`src/rtl/controle_pkg.sv`:
```
// rtl/controle_pkg.sv - opcode constants, sequencer state enum and preemption helper
package controle_pkg;

  // Opcodes the sequencer reacts to (low 6 bits of inst_op).
  localparam logic [5:0] OP_IN     = 6'b011111;
  localparam logic [5:0] OP_OUT    = 6'b100000;
  localparam logic [5:0] OP_HD_TAB = 6'b100001;
  localparam logic [5:0] OP_HD_MEM = 6'b100011;
  localparam logic [5:0] OP_HD_ST  = 6'b100100;
  localparam logic [5:0] OP_BIOS   = 6'b100101;
  localparam logic [5:0] OP_HALT   = 6'b111111;

  // hd_op encodings
  localparam logic [1:0] HD_NONE  = 2'd0;
  localparam logic [1:0] HD_READ  = 2'd1;
  localparam logic [1:0] HD_WRITE = 2'd2;

  typedef enum logic [2:0] {
    ST_RUN,
    ST_WAIT_IN,
    ST_WAIT_OUT,
    ST_HD_START,
    ST_HD_WAIT,
    ST_SAVE,
    ST_HALTED,
    ST_ERR
  } state_t;

  // Branches, jumps, jal/jalr, set-compares, IN and OUT must not be split
  // from their successor by a context save; everything else may be.
  function automatic logic is_preemptible(input logic [5:0] op);
    logic blocked;
    blocked = (op == 6'b010000) || (op == 6'b010001) ||
              ((op >= 6'b010011) && (op <= 6'b011000)) ||
              (op == OP_IN) || (op == OP_OUT) || (op == 6'b100110);
    return !blocked;
  endfunction

endpackage

```
`src/rtl/quantum_timer.sv`:
```
// rtl/quantum_timer.sv - reloadable time-slice down-counter with expire pulse
//
// Ports:
//   clock, reset      system clock, synchronous active-low reset
//   load, load_val    latch a new quantum (also restarts the count)
//   count_en          one tick of eligible execution time
//   expire            combinational pulse on the tick that exhausts the slice
module quantum_timer
  import controle_pkg::*;
#(
  parameter int QW = 16
) (
  input  logic          clock,
  input  logic          reset,
  input  logic          load,
  input  logic [QW-1:0] load_val,
  input  logic          count_en,
  output logic          expire
);

  logic [QW-1:0] quantum_q;
  logic [QW-1:0] cnt_q;
  logic          enabled;

  // A zero quantum disables preemption entirely.
  assign enabled = count_en && (quantum_q != '0);

  // Treat an already-empty counter as exhausted so a slice can never stall.
  // A reload in the same cycle takes priority and suppresses the pulse.
  assign expire = !load && enabled && ((cnt_q == '0) || (cnt_q == QW'(1)));

  always_ff @(posedge clock) begin
    if (!reset) begin
      quantum_q <= '0;
      cnt_q     <= '0;
    end else if (load) begin
      quantum_q <= load_val;
      cnt_q     <= load_val;
    end else if (expire) begin
      cnt_q <= quantum_q;
    end else if (enabled) begin
      cnt_q <= cnt_q - 1'b1;
    end
  end

endmodule

```
`src/rtl/controle_sequencial.sv`:
```
// rtl/controle_sequencial.sv - multi-cycle control sequencer (stalls, HD handshake, preemption)
//
// Ports:
//   clock, reset            system clock, synchronous active-low reset
//   inst_op                 opcode of the current instruction
//   btn_in, btn_out         raw button levels (rising edge releases a wait)
//   hd_pronto               HD operation complete
//   quantum_load/_val       program the time-slice length (0 = no preemption)
//   preempt_en              global preemption enable
//   halt                    freeze PC / suppress commit
//   save                    one-cycle context-save request
//   reset_pc                pulse on BIOS->memory switch
//   op_leitura              sticky fetch source (0 BIOS, 1 memory)
//   hd_start, hd_op         HD start strobe and operation (1 read, 2 write)
//   led_in/out/mem          wait indicators
//   timeout_err             sticky HD timeout flag
module controle_sequencial
  import controle_pkg::*;
#(
  parameter int OPW        = 6,
  parameter int QW         = 16,
  parameter int TOW        = 20,
  parameter int HD_TIMEOUT = 1000000
) (
  input  logic           clock,
  input  logic           reset,
  input  logic [OPW-1:0] inst_op,
  input  logic           btn_in,
  input  logic           btn_out,
  input  logic           hd_pronto,
  input  logic           quantum_load,
  input  logic [QW-1:0]  quantum_val,
  input  logic           preempt_en,
  output logic           halt,
  output logic           save,
  output logic           reset_pc,
  output logic           op_leitura,
  output logic           hd_start,
  output logic [1:0]     hd_op,
  output logic           led_in,
  output logic           led_out,
  output logic           led_mem,
  output logic           timeout_err
);

  localparam logic [TOW-1:0] TO_LAST = TOW'(HD_TIMEOUT - 1);

  state_t         state_q, state_d;
  logic           btn_in_q, btn_out_q;
  logic           edge_in, edge_out;
  logic           pending_q;
  logic           op_leitura_q;
  logic [1:0]     hd_op_q, hd_op_d;
  logic [TOW-1:0] to_cnt_q;
  logic           to_clr, to_inc, timeout_hit;
  logic           set_bios;
  logic           count_en, expire;
  logic [5:0]     op6;
  logic           op_known;
  logic           preemptible;

  // Opcodes above the 6-bit space are ordinary, preemptible instructions.
  generate
    if (OPW > 6) begin : g_wide_op
      assign op6      = inst_op[5:0];
      assign op_known = ~|inst_op[OPW-1:6];
    end else begin : g_narrow_op
      assign op6      = 6'(inst_op);
      assign op_known = 1'b1;
    end
  endgenerate

  assign preemptible = !op_known || is_preemptible(op6);

  assign edge_in  = btn_in  & ~btn_in_q;
  assign edge_out = btn_out & ~btn_out_q;

  assign timeout_hit = (HD_TIMEOUT != 0) && (to_cnt_q == TO_LAST);

  // Only committed RUN cycles consume the time slice.
  assign count_en = (state_q == ST_RUN) && !halt && preempt_en;

  quantum_timer #(
    .QW(QW)
  ) u_quantum_timer (
    .clock    (clock),
    .reset    (reset),
    .load     (quantum_load),
    .load_val (quantum_val),
    .count_en (count_en),
    .expire   (expire)
  );

  always_comb begin
    state_d     = state_q;
    hd_op_d     = hd_op_q;
    halt        = 1'b0;
    save        = 1'b0;
    reset_pc    = 1'b0;
    hd_start    = 1'b0;
    hd_op       = HD_NONE;
    led_in      = 1'b0;
    led_out     = 1'b0;
    led_mem     = 1'b0;
    timeout_err = 1'b0;
    set_bios    = 1'b0;
    to_clr      = 1'b0;
    to_inc      = 1'b0;

    case (state_q)
      ST_RUN: begin
        if (op_known) begin
          case (op6)
            OP_IN: begin
              halt    = 1'b1;
              led_in  = 1'b1;
              state_d = ST_WAIT_IN;
            end
            OP_OUT: begin
              halt    = 1'b1;
              led_out = 1'b1;
              state_d = ST_WAIT_OUT;
            end
            OP_HD_TAB, OP_HD_MEM: begin
              halt    = 1'b1;
              led_mem = 1'b1;
              hd_op_d = HD_READ;
              state_d = ST_HD_START;
            end
            OP_HD_ST: begin
              halt    = 1'b1;
              led_mem = 1'b1;
              hd_op_d = HD_WRITE;
              state_d = ST_HD_START;
            end
            OP_BIOS: begin
              reset_pc = 1'b1;
              set_bios = 1'b1;
            end
            OP_HALT: begin
              halt    = 1'b1;
              state_d = ST_HALTED;
            end
            default: ;
          endcase
        end
        // The current instruction still commits; the save follows it.
        if (!halt && pending_q && preemptible) begin
          state_d = ST_SAVE;
        end
      end

      ST_WAIT_IN: begin
        if (edge_in) begin
          state_d = ST_RUN;
        end else begin
          halt   = 1'b1;
          led_in = 1'b1;
        end
      end

      ST_WAIT_OUT: begin
        if (edge_out) begin
          state_d = ST_RUN;
        end else begin
          halt    = 1'b1;
          led_out = 1'b1;
        end
      end

      ST_HD_START: begin
        halt     = 1'b1;
        hd_start = 1'b1;
        hd_op    = hd_op_q;
        led_mem  = 1'b1;
        to_clr   = 1'b1;
        state_d  = ST_HD_WAIT;
      end

      ST_HD_WAIT: begin
        // Completion beats a coincident timeout.
        if (hd_pronto) begin
          hd_op_d = HD_NONE;
          state_d = ST_RUN;
        end else begin
          halt    = 1'b1;
          led_mem = 1'b1;
          hd_op   = hd_op_q;
          if (timeout_hit) begin
            hd_op_d = HD_NONE;
            state_d = ST_ERR;
          end else begin
            to_inc = 1'b1;
          end
        end
      end

      ST_SAVE: begin
        save    = 1'b1;
        state_d = ST_RUN;
      end

      ST_HALTED: begin
        halt = 1'b1;
      end

      ST_ERR: begin
        halt        = 1'b1;
        timeout_err = 1'b1;
      end

      default: begin
        state_d = ST_RUN;
      end
    endcase
  end

  always_ff @(posedge clock) begin
    if (!reset) begin
      state_q      <= ST_RUN;
      // Seed edge history with the live level so a held button stays quiet.
      btn_in_q     <= btn_in;
      btn_out_q    <= btn_out;
      pending_q    <= 1'b0;
      op_leitura_q <= 1'b0;
      hd_op_q      <= HD_NONE;
      to_cnt_q     <= '0;
    end else begin
      state_q   <= state_d;
      btn_in_q  <= btn_in;
      btn_out_q <= btn_out;
      hd_op_q   <= hd_op_d;

      if (set_bios) begin
        op_leitura_q <= 1'b1;
      end

      if (to_clr) begin
        to_cnt_q <= '0;
      end else if (to_inc) begin
        to_cnt_q <= to_cnt_q + 1'b1;
      end

      if (!preempt_en) begin
        pending_q <= 1'b0;
      end else if (state_q == ST_SAVE) begin
        pending_q <= 1'b0;
      end else if (expire) begin
        pending_q <= 1'b1;
      end
    end
  end

  assign op_leitura = op_leitura_q;

endmodule

```
`config.mk`:
```
export PLATFORM = sky130hd
export DESIGN_NAME = controle_sequencial
export DESIGN_NICKNAME = d
export VERILOG_FILES = /design/src/rtl/controle_pkg.sv /design/src/rtl/quantum_timer.sv /design/src/rtl/controle_sequencial.sv
export SDC_FILE = /design/constraint.sdc
export NUM_CORES = 1
export LEC_CHECK = 0
export ABC_CLOCK_PERIOD_IN_PS = 3300
export CAP_MARGIN = 20
export CORE_ASPECT_RATIO = 0.6
export CORE_MARGIN = 4
export CORE_UTILIZATION = 40
export DETAILED_ROUTE_END_ITERATION = 10
export SYNTH_ARGS = -nofsm -noshare
export SYNTH_HDL_FRONTEND = slang
export SYNTH_SLANG_ARGS = --single-unit
```
`constraint.sdc`:
```
create_clock -name clock -period 3.3 [get_ports clock]
set_input_delay 0.33 -clock clock [delete_from_list [all_inputs] [get_ports clock]]
set_output_delay 0.33 -clock clock [all_outputs]
set_load 0.02 [all_outputs]
```
==> summary.txt <==
Final nets: 499
CP Max Fanout: 7
Clk_lat worst skew: 0.33 ns
Reg power frac: 0.388
Die area: 10,100 sq um
Sequential Area: 1220 sq um
Routed wire length: 8.87 mm
Global-route usage over all layers: 0.182
TritonCTS buffer count: 9
Die Y: 79.5 um
Dpl cells: 564
Async SR Flop Fraction: 0
Post-Layout Inst Area: 4210 sq um
Setup crit end kind: output pin
Sequential-to-total area share from yosys stat: 0.359
CTS tree: built
Post-CTS Setup Bufs: 0
Routed Antenna Nets: 0
Routed len/inst: 15.3 um
Residual DRC: 0
Hpwl dp: 6.40 mm
Row cnt: 25
Detailed-route via count: 3,097
Final setup margin: 0.200 ns
Core Util, Final: 0.522
Crit path required time: 2.97 ns
Largest net degree at the start of global routing: 23
Worst slew pin tran: 0.648 ns
Critical path type: primary input to output pin
Cell taking the most area after synthesis: dfxtp_1
Synth Flop Type: dfxtp_1
Area fraction of the dominant cell type after synthesis: 0.359
Critical Path Start Type: primary input
Worst hold path type: primary input to flop
First-pass GRT wire length: 14.6 mm
Mapped Cells: 428
Setup TNS: 0 ns
Yosys reg bits: 61
Internal: 1.55 mW
Static Leak: 1.59 nW
IO Pins: 40
Fill cells: 821
Final setup violation count: 0
Synth cell types: 55
Worst-case clock buffer depth: 2
Commonest non-fill, non-tap cell in the layout: nor2_1
Max Freq: 323 MHz
Switch share: 0.270
Initial antenna violation count: 0
Clock sinks: 61
Final Hold Viols: 0
CP arrival: 2.77 ns
Mapped cell area: 3400 sq um
Synth top area cells: dfxtp_1, nor2_1, mux2i_1, xnor2_1, o21ai_0
CTS H-tree depth: 3
Slew HR: 0.567
Outcome: finished clean
P_sw: 571 uW
Syn avg cell area: 7.95 sq um
Number of flops mapped to enable cells by yosys: 0
Post-route minimum period: 3.10 ns
Root Buffer: clkbuf_16
Comb power frac: 0.170
Port Buffer Count: 39
Detailed Route Iter0 Violations: 225
Pins Over Slew Limit: 0
Drt first pass iters: 5
Starting density of the core: 0.422
DP Worst Slack: 0.207 ns
Multi-input logic area: 2030 sq um
Final instance count without filler cells: 580
Clock transition at path regs: 0.05 ns
Die Wd: 127 um
GPL Wtd Cong: 0.864
ANT cells: 0
Core ar.: 8070 sq um
Most frequent cells in the layout: nor2_1, dfxtp_1, clkdlybuf4s50_1, nand2_1, o21ai_0
Vias/cell: 5.34
Max_cap viols: 0
Syn_nets: 460
Vias in the first global route: 2,901
Fin crit share: 0.939
Clock power frac: 0.441
Layout Skew: 0.00517 ns
Grt ovf: 0
Synth-to-layout area growth: 23.7%
# resized after CTS: 0
P per Cell Area: 503 nW/um^2
Synth warnings: 0
RSZ-0062 raised after global routing: false
DP Area: 3920 sq um
Hold_buf cts: 0
Peak supply drop: 224 uV
Share of layout cells above drive strength 1: 0.0932
metal layers:
layer  share of wire  global-route usage
met5               0                   0
met4          0.0077              0.0664
met3           0.070              0.0582
met2            0.38               0.234
met1            0.54               0.274
cells in the mapped netlist (2+ instances only):
| master | n |
|---|---|
| or2_2 | 7 |
| o2111a_1 | 3 |
| nor4_1 | 9 |
| a21o_1 | 4 |
| buf_1 | 3 |
| a21oi_1 | 22 |
| and3_1 | 7 |
| mux2i_1 | 19 |
| xor2_1 | 12 |
| nor3_1 | 17 |
| xnor2_1 | 16 |
| inv_1 | 11 |
| a31oi_1 | 4 |
| a21boi_0 | 6 |
| nand4_1 | 5 |
| nand2_1 | 26 |
| a211o_1 | 8 |
| or4_1 | 2 |
| o21a_1 | 2 |
| and2_1 | 4 |
| and4_1 | 2 |
| nand3_1 | 15 |
| nand2b_1 | 4 |
| o221ai_1 | 3 |
| nor4bb_1 | 2 |
| a211oi_1 | 5 |
| or3b_2 | 2 |
| dfxtp_1 | 61 |
| ha_1 | 3 |
| o21ai_0 | 25 |
| o31ai_1 | 2 |
| buf_2 | 3 |
| clkinv_1 | 2 |
| clkbuf_1 | 15 |
| nor2_1 | 74 |
| nor4b_1 | 3 |
| or4_4 | 2 |
worst paths after layout:
path,to,from,depth (start not counted),slack [ns]
setup reg to reg,u_quantum_timer.cnt_q[3],u_quantum_timer.cnt_q[5],6,0.81
hold reg to reg,pending_q,pending_q,2,0.48
setup / recovery,reset_pc,inst_op[3],5,0.20
hold / removal,btn_out_q,btn_out,1,0.48
sequential cells by signal, indices dropped and copies added (netlist names):
name / flops
btn_in_q: 1
btn_out_q: 1
u_quantum_timer.cnt_q: 16
to_cnt_q: 20
op_leitura: 1
state_q: 3
pending_q: 1
hd_op_q: 2
u_quantum_timer.quantum_q: 16
worst max-delay path, stage by stage:
cell and delay, ns:
clkdlybuf4s50_1 0.51, or3b_2 0.55, or2_2 0.31, nor4b_1 0.38
clkdlybuf4s50_1 0.69
power groups by stage:
stage / Sequential, mW / Combinational (mW) / Clock (mW)
after floorplan: 0.815 / 0.246 / 0
after detailed placement: 0.835 / 0.358 / 0
after global placement: 0.834 / 0.357 / 0
after CTS: 0.820 / 0.361 / 0.957
after global routing: 0.826 / 0.399 / 0.991
final: 0.822 / 0.361 / 0.935
logic make-up (layout without fill, tap and decap cells):
group | after synthesis | count (layout) | synth area share
compound gates | 94 | 94 | 0.183
xor+xnor | 28 | 28 | 0.0720
fa+ha+maj | 3 | 3 | 0.0110
buf+inv | 36 | 80 | 0.0441
flops | 61 | 61 | 0.359
mux | 19 | 19 | 0.0559
simple gates | 187 | 187 | 0.276
stage by stage:
| stage | hold WS [ns] | power, mW |
|---|---|---|
| after floorplan | 0.358 | 1.06 |
| after global placement | 0.463 | 1.19 |
| after detailed placement | 0.483 | 1.19 |
| after CTS | 0.466 | 2.14 |
| after global routing | 0.471 | 2.22 |
| final | 0.477 | 2.12 |
area by class of cell:
type                            count  area share
Clock buffer                       12      0.0585
Clock inverter                      4      0.0113
Inverter                           13      0.0116
Multi-Input combinational cell    331       0.483
Sequential cell                    61       0.290
Tap cell                          108      0.0321
Timing Repair Buffer               51       0.114
(Power assumes the default switching activity.)
